--- src/rtl/ram_write_arbiter_pkg.sv ---
// Shared definitions for the RAM write arbiter: FSM encoding, default ring
// placement (ROM programs must agree on these) and bus widths.
package ram_write_arbiter_pkg;

    typedef enum logic [1:0] {
        IDLE    = 2'd0,
        WR_CODE = 2'd1,
        WR_HEAD = 2'd2
    } arb_state_t;

    localparam int ADDR_W = 8;
    localparam int DATA_W = 16;
    localparam int CODE_W = 8;

    localparam logic [ADDR_W-1:0] RING_BASE_DEFAULT = 8'hF0;
    localparam logic [ADDR_W-1:0] HEAD_ADDR_DEFAULT = 8'hF8;

endpackage

--- src/rtl/ram_write_arbiter_if.sv ---
// Bus bundle between the ALU/keyboard requesters and the RAM write port.
interface ram_write_arbiter_if;

    logic                                      iAluWriteEnable;
    logic [ram_write_arbiter_pkg::ADDR_W-1:0]  iAluWriteAddress;
    logic [ram_write_arbiter_pkg::DATA_W-1:0]  iAluDataIn;
    logic                                      iKeyValid;
    logic [ram_write_arbiter_pkg::CODE_W-1:0]  iKeyCode;
    logic                                      oWriteEnable;
    logic [ram_write_arbiter_pkg::ADDR_W-1:0]  oWriteAddress;
    logic [ram_write_arbiter_pkg::DATA_W-1:0]  oDataOut;
    logic                                      oKeyPending;
    logic                                      oOverflow;
    logic                                      oStarved;

    modport master (
        output iAluWriteEnable, iAluWriteAddress, iAluDataIn, iKeyValid, iKeyCode,
        input  oWriteEnable, oWriteAddress, oDataOut, oKeyPending, oOverflow, oStarved
    );

    modport slave (
        input  iAluWriteEnable, iAluWriteAddress, iAluDataIn, iKeyValid, iKeyCode,
        output oWriteEnable, oWriteAddress, oDataOut, oKeyPending, oOverflow, oStarved
    );

endinterface

--- src/rtl/ram_write_arbiter_scancode_fifo.sv ---
// Small scancode FIFO; a push while full is accepted only when a pop frees
// a slot in the same cycle.
module scancode_fifo #(
    parameter int DEPTH  = 4,
    parameter int DATA_W = 8
) (
    input  logic              clk,
    input  logic              rst,
    input  logic              push,
    input  logic              pop,
    input  logic [DATA_W-1:0] din,
    output logic [DATA_W-1:0] dout,
    output logic              empty,
    output logic              full
);

    localparam int PTR_W = $clog2(DEPTH);

    logic [DATA_W-1:0] mem [DEPTH];
    logic [PTR_W-1:0]  rd_ptr;
    logic [PTR_W-1:0]  wr_ptr;
    logic [PTR_W:0]    count;
    logic              push_ok;
    logic              pop_ok;

    assign empty   = (count == '0);
    assign full    = (count == (PTR_W+1)'(DEPTH));
    assign pop_ok  = pop && !empty;
    assign push_ok = push && (!full || pop_ok);
    assign dout    = mem[rd_ptr];

    always_ff @(posedge clk) begin
        if (rst) begin
            rd_ptr <= '0;
            wr_ptr <= '0;
            count  <= '0;
        end else begin
            if (push_ok) wr_ptr <= wr_ptr + PTR_W'(1);
            if (pop_ok)  rd_ptr <= rd_ptr + PTR_W'(1);
            case ({push_ok, pop_ok})
                2'b10:   count <= count + (PTR_W+1)'(1);
                2'b01:   count <= count - (PTR_W+1)'(1);
                default: count <= count;
            endcase
        end
    end

    // Storage carries no reset; only the pointers define what is valid.
    always_ff @(posedge clk) begin
        if (push_ok) mem[wr_ptr] <= din;
    end

endmodule

--- src/rtl/ram_write_arbiter.sv ---
// Shares the RAM write port between ALU writeback (always wins) and the
// keyboard path, which commits each scancode to a ring and then the head word.
module ram_write_arbiter
    import ram_write_arbiter_pkg::*;
#(
    parameter int                FIFO_DEPTH   = 4,
    parameter logic [ADDR_W-1:0] RING_BASE    = RING_BASE_DEFAULT,
    parameter int                RING_LOG2    = 3,
    parameter logic [ADDR_W-1:0] HEAD_ADDR    = HEAD_ADDR_DEFAULT,
    parameter int                STARVE_LIMIT = 16
) (
    input logic                Clock,
    input logic                Reset,
    ram_write_arbiter_if.slave bus
);

    localparam int CNT_W = $clog2(STARVE_LIMIT + 1);

    arb_state_t           state;
    logic [RING_LOG2-1:0] wr_ptr;
    logic [RING_LOG2-1:0] wr_ptr_inc;
    logic [CNT_W-1:0]     starve_cnt;
    logic                 key_pending;
    logic                 overflow;
    logic                 starved;
    logic                 key_req;
    logic                 grant;
    logic                 denied;
    logic                 pop;
    logic [CODE_W-1:0]    fifo_dout;
    logic                 fifo_empty;
    logic                 fifo_full;
    logic [ADDR_W-1:0]    ring_addr;
    logic [DATA_W-1:0]    head_word;

    assign key_req    = (state != IDLE);
    assign grant      = key_req && !bus.iAluWriteEnable && !Reset;
    assign denied     = key_req && bus.iAluWriteEnable;
    assign pop        = grant && (state == WR_CODE);
    assign wr_ptr_inc = wr_ptr + RING_LOG2'(1);
    assign ring_addr  = RING_BASE + ADDR_W'(wr_ptr);
    assign head_word  = {{(DATA_W-RING_LOG2){1'b0}}, wr_ptr_inc};

    scancode_fifo #(
        .DEPTH  (FIFO_DEPTH),
        .DATA_W (CODE_W)
    ) u_fifo (
        .clk   (Clock),
        .rst   (Reset),
        .push  (bus.iKeyValid),
        .pop   (pop),
        .din   (bus.iKeyCode),
        .dout  (fifo_dout),
        .empty (fifo_empty),
        .full  (fifo_full)
    );

    always_comb begin
        bus.oWriteEnable  = 1'b0;
        bus.oWriteAddress = '0;
        bus.oDataOut      = '0;
        if (bus.iAluWriteEnable) begin
            bus.oWriteEnable  = 1'b1;
            bus.oWriteAddress = bus.iAluWriteAddress;
            bus.oDataOut      = bus.iAluDataIn;
        end else if (grant) begin
            bus.oWriteEnable = 1'b1;
            if (state == WR_CODE) begin
                bus.oWriteAddress = ring_addr;
                bus.oDataOut      = {{(DATA_W-CODE_W){1'b0}}, fifo_dout};
            end else begin
                bus.oWriteAddress = HEAD_ADDR;
                bus.oDataOut      = head_word;
            end
        end
    end

    // Pending is registered from the next state: when returning to IDLE only
    // a same-cycle push can leave the FIFO non-empty.
    always_ff @(posedge Clock) begin
        if (Reset) begin
            state       <= IDLE;
            wr_ptr      <= '0;
            starve_cnt  <= '0;
            key_pending <= 1'b0;
            overflow    <= 1'b0;
            starved     <= 1'b0;
        end else begin
            key_pending <= 1'b1;
            case (state)
                IDLE: begin
                    if (!fifo_empty) state <= WR_CODE;
                    else             key_pending <= bus.iKeyValid;
                end
                WR_CODE: begin
                    if (grant) state <= WR_HEAD;
                end
                WR_HEAD: begin
                    if (grant) begin
                        wr_ptr <= wr_ptr_inc;
                        if (fifo_empty) begin
                            state       <= IDLE;
                            key_pending <= bus.iKeyValid;
                        end else begin
                            state <= WR_CODE;
                        end
                    end
                end
                default: begin
                    state       <= IDLE;
                    key_pending <= bus.iKeyValid;
                end
            endcase

            if (grant) begin
                starve_cnt <= '0;
            end else if (denied && (starve_cnt != CNT_W'(STARVE_LIMIT))) begin
                starve_cnt <= starve_cnt + CNT_W'(1);
                if (starve_cnt == CNT_W'(STARVE_LIMIT - 1)) starved <= 1'b1;
            end

            if (bus.iKeyValid && fifo_full && !pop) overflow <= 1'b1;
        end
    end

    assign bus.oKeyPending = key_pending;
    assign bus.oOverflow   = overflow;
    assign bus.oStarved    = starved;

endmodule

--- src/flat_wrapper.sv ---
// flat-port wrapper written by rule: the top's interface ports become plain ports
module ram_write_arbiter_flat import ram_write_arbiter_pkg::*;
#(
    parameter int                FIFO_DEPTH   = 4,
    parameter logic [ADDR_W-1:0] RING_BASE    = RING_BASE_DEFAULT,
    parameter int                RING_LOG2    = 3,
    parameter logic [ADDR_W-1:0] HEAD_ADDR    = HEAD_ADDR_DEFAULT,
    parameter int                STARVE_LIMIT = 16
)
  (Clock, Reset, bus_iAluWriteEnable, bus_iAluWriteAddress, bus_iAluDataIn, bus_iKeyValid, bus_iKeyCode, bus_oWriteEnable, bus_oWriteAddress, bus_oDataOut, bus_oKeyPending, bus_oOverflow, bus_oStarved);
  ram_write_arbiter_if bus_i ();
  input logic Clock;
  input logic Reset;
  input wire logic [$bits(bus_i.iAluWriteEnable)-1:0] bus_iAluWriteEnable;
  input wire logic [$bits(bus_i.iAluWriteAddress)-1:0] bus_iAluWriteAddress;
  input wire logic [$bits(bus_i.iAluDataIn)-1:0] bus_iAluDataIn;
  input wire logic [$bits(bus_i.iKeyValid)-1:0] bus_iKeyValid;
  input wire logic [$bits(bus_i.iKeyCode)-1:0] bus_iKeyCode;
  output wire logic [$bits(bus_i.oWriteEnable)-1:0] bus_oWriteEnable;
  output wire logic [$bits(bus_i.oWriteAddress)-1:0] bus_oWriteAddress;
  output wire logic [$bits(bus_i.oDataOut)-1:0] bus_oDataOut;
  output wire logic [$bits(bus_i.oKeyPending)-1:0] bus_oKeyPending;
  output wire logic [$bits(bus_i.oOverflow)-1:0] bus_oOverflow;
  output wire logic [$bits(bus_i.oStarved)-1:0] bus_oStarved;
  assign bus_i.iAluWriteEnable = bus_iAluWriteEnable;
  assign bus_i.iAluWriteAddress = bus_iAluWriteAddress;
  assign bus_i.iAluDataIn = bus_iAluDataIn;
  assign bus_i.iKeyValid = bus_iKeyValid;
  assign bus_i.iKeyCode = bus_iKeyCode;
  assign bus_oWriteEnable = bus_i.oWriteEnable;
  assign bus_oWriteAddress = bus_i.oWriteAddress;
  assign bus_oDataOut = bus_i.oDataOut;
  assign bus_oKeyPending = bus_i.oKeyPending;
  assign bus_oOverflow = bus_i.oOverflow;
  assign bus_oStarved = bus_i.oStarved;
  ram_write_arbiter #(.FIFO_DEPTH(FIFO_DEPTH), .RING_BASE(RING_BASE), .RING_LOG2(RING_LOG2), .HEAD_ADDR(HEAD_ADDR), .STARVE_LIMIT(STARVE_LIMIT)) u_core (.Clock(Clock), .Reset(Reset), .bus(bus_i));
endmodule
--- config.mk ---
export PLATFORM = sky130hd
export DESIGN_NAME = ram_write_arbiter_flat
export DESIGN_NICKNAME = d
export VERILOG_FILES = /design/src/rtl/ram_write_arbiter_pkg.sv /design/src/rtl/ram_write_arbiter_if.sv /design/src/rtl/ram_write_arbiter_scancode_fifo.sv /design/src/rtl/ram_write_arbiter.sv /design/src/flat_wrapper.sv
export SDC_FILE = /design/constraint.sdc
export NUM_CORES = 1
export LEC_CHECK = 0
export BUFFER_PORTS_ARGS = -buffer_cell sky130_fd_sc_hd__buf_4
export CELL_PAD_IN_SITES_DETAIL_PLACEMENT = 2
export CELL_PAD_IN_SITES_GLOBAL_PLACEMENT = 2
export CORE_MARGIN = 4
export CORE_UTILIZATION = 25
export CTS_CLUSTER_DIAMETER = 120
export DETAILED_ROUTE_END_ITERATION = 6
export PLACE_DENSITY_LB_ADDON = 0.1
export SLEW_MARGIN = 20
export SYNTH_ARGS = -nofsm -noshare
export SYNTH_HDL_FRONTEND = slang
export SYNTH_SLANG_ARGS = --single-unit
--- constraint.sdc ---
create_clock -name Clock -period 2.19 [get_ports Clock]
set_input_delay 0.3285 -clock Clock [delete_from_list [all_inputs] [get_ports Clock]]
set_output_delay 0.3285 -clock Clock [all_outputs]
set_load 0.005 [all_outputs]
==> results.ini <==
[synthesis]
synth_cell_type_count = 45
yosys.area.top_type = edfxtp_1
synth-async-reset-ratio_pct = 0
synth.area.top_cells = edfxtp_1 37%, dfxtp_1 17%, mux4_2 7.0%, ha_1 3.9%, a22o_1 3.4%
synth_edf_count = 32
synth_area_per_cell_sq_um = 12.1
syn-num-nets = 257
synth-main-ff-cell = edfxtp_1
ys_seq_area_share_pct = 54.6
syn_area_sq_um = 2560
yosysTopAreaCellShare_pct = 37.5
synth-seq-cells = 54
synthCells = 212
yosysWarnings = 0

[global_routing]
overflow = 0
grt.total_usage_pct = 11.5
antenna_found_initial = 0
grt_max_degree = 36
grt_pass1_wl_mm = 10.5
first_global_vias = 1968

[setup_path]
crit_chain = mux4_2, mux2_4, a22o_1, buf_4
path_max_fanout = 4
start_kind = register
crit_path_top_delay_cell = mux4_2
crit_type = reg2out
reg2reg_setup_slack_ns = 0.17
max_stage_delay_ns = 0.50
endpoint_kind = primary output
cp.arrival_ns = 1.78
required_ns = 1.86

[clock_tree]
clkTransAtPathRegs_ns = 0.11
cts_tree = built
ctsHtreeMaxLevel = 2
clk_latency_ns = 0.31
hold_buffers = 0
cts_max_path_buffers = 2
clockRootBuffer = clkbuf_8
cts_buffers = 5
cts_sinks = 54

[sta]
hold_violations = 0
final-setup-viol-count = 0
max_freq_mhz = 474
min_period_ns = 2.11
setup-tns-final_ns = 0
fin_crit_sh_pct = 96.4
tightestPinTransition_ns = 0.636
slew-limit-headroom_pct = 57.1
finClkSkew_ns = 0.0119
slew_violations = 0

[floorplanning]
start_util_pct = 26.0
core-area_sq_um = 9860
die_w_um = 109
die_area_sq_um = 11900
rows = 36
ios = 64
die_height_um = 109

[placed_design]
hpwl_mm = 5.16
place.gp.congestion = 0.703
port_buffers = 63
dp.cells = 417

[final_layout]
nFillCells = 1054
drive_above_1_share_pct = 38.2
n_antenna_cell = 0
nNetsFinal = 337
area_growth_pct = 35.6
final_cells = 426

[power]
cellPowerDensity_nw_per_um2 = 732
leakage_nw = 1.36
p_total_mw = 2.55
ir_drop_mv = 0.314

[route]
dr.pass1.iters = 4
vias = 1960
ant_nets = 0
avgViaCountPerCell = 4.60
drc_errors = 0
wl_per_cell_um = 16.3
initialDrtViolationCount = 64
routed_wl_mm = 6.95

[job]
cap_violations = 0

[hold_path]
worstHoldPathType = in2reg

[run_status]
status = complete, no violations

## worst paths after layout
kind / startpoint / cells past startpoint / end
max: register / 4 / bus_oDataOut[1]
min reg2reg: u_core.bus.oStarved / 1 / u_core.bus.oStarved
min: bus_iKeyCode[2] / 1 / u_core.u_fifo.mem[1][2]
max reg2reg: u_core.state[1] / 6 / u_core.u_fifo.count[1]
## where the power goes
| part | switching (mW) | internal, mW |
|---|---|---|
| Sequential | 0.0522 | 1.17 |
| Combinational | 0.356 | 0.376 |
| Clock | 0.355 | 0.238 |
| Total | 0.764 | 1.78 |
## state kept, by name (all words and copies together), names as in the netlist, named ones only
name	cells
u_core.u_fifo.rd_ptr	2
u_core.bus.oKeyPending	1
u_core.state	2
u_core.u_fifo.count	3
u_core.starve_cnt	5
u_core.bus.oStarved	1
u_core.bus.oOverflow	1
u_core.u_fifo.mem	32
u_core.u_fifo.wr_ptr	2
u_core.wr_ptr	3
## cell type report
type                            instances  area, sq um  share of cell area, %
Clock buffer                            5         68.8                   1.98
Clock inverter                          3         28.8                  0.827
Multi-Input combinational cell        138         1100                   31.5
Tap cell                              133          166                   4.78
Sequential cell                        54         1410                   40.5
Timing Repair Buffer                   84          676                   19.4
Inverter                                9         33.8                  0.971
## synth_stat cells, types with 2 or more instances
library cell   n
a21o_1         5
a21oi_1       10
a22o_1        10
a31oi_1        2
and2_1        12
and3_1         2
buf_2          2
clkbuf_1       8
dfxtp_1       22
edfxtp_1      32
ha_1           8
inv_1          9
mux2i_1        2
mux4_2         8
nand2_1        8
nand3_1        2
nor2_1        18
nor2b_1        2
nor3_1         8
nor3b_1        3
o211ai_1       2
o21ai_0        5
or2_2          2
or3b_1         2
xnor2_1        8
## cells in the final DEF (no fill, tap or decap), types with 2 or more instances in the layout
cell type / n
a21oi_1: 10
o21ai_1: 2
mux2i_1: 2
nor3_1: 7
inv_1: 9
o21ai_0: 4
nor2b_1: 2
o211ai_1: 2
or2_2: 2
a31oi_1: 2
nand3_1: 2
buf_6: 2
clkbuf_8: 5
clkinv_4: 2
and2_1: 12
a21o_1: 5
and3_1: 2
xnor2_1: 8
nor3b_1: 3
a22o_1: 10
nand2_1: 8
dfxtp_1: 19
buf_4: 79
ha_1: 8
buf_12: 3
edfxtp_1: 32
mux4_2: 8
dfxtp_2: 2
nor2_1: 17
## through the flow
| stage | util (%) | setup slack (ns) | hold slack, ns | area, sq um |
|---|---|---|---|---|
| 2_1_floorplan | - | 0.0111 | 0.427 | 2580 |
| 3_3_place_gp | 33.9 | 0.0830 | 0.449 | 3350 |
| 3_5_place_dp | 33.9 | 0.0381 | 0.464 | 3350 |
| 4_1_cts | 35.0 | 0.00951 | 0.202 | 3450 |
| 5_1_grt | 35.3 | -0.0112 | 0.200 | 3480 |
| 6_report | 35.3 | 0.0790 | 0.220 | 3480 |
## cell families (layout without fill, tap and decap cells)
| group | after synthesis | count (layout) | share of synthesized area (%) |
|---|---|---|---|
| buffers and inverters | 20 | 101 | 3.32 |
| xor gates and xnor gates | 9 | 9 | 3.07 |
| and+or+nand+nor | 65 | 65 | 13.7 |
| adders and majority gates | 9 | 9 | 4.68 |
| AOI/OAI and AO/OA | 44 | 44 | 12.4 |
| muxes | 11 | 11 | 8.24 |
| DFF | 54 | 54 | 54.6 |
## worst max-delay path, delay by kind of cell, from the launching register on
| family | cells | cell delay [ns] |
|---|---|---|
| AO/OA/AOI/OAI | 1 | 0.18 |
| buffers and inverters | 1 | 0.13 |
| flip-flops | 1 | 0.40 |
| multiplexers | 2 | 0.77 |
## routing by layer
metal  up-vias  GRT usage, %  wire [um]
li1        941             -          -
met1       964          14.6       3070
met2        51          19.7       3320
met3         4          3.11        505
met4         0          2.67         54
met5         -             0          0
## what timing repair did
| action | 4_1_cts | 5_1_grt |
|---|---|---|
| endpoints found under the setup margin | 11 | 11 |
| gates cloned | 0 | 1 |
| gates resized for setup | 3 | 10 |
| pin swaps | 0 | 2 |
| setup buffers | 0 | 0 |
No activity file was read; power rests on OpenSTA's default activity.
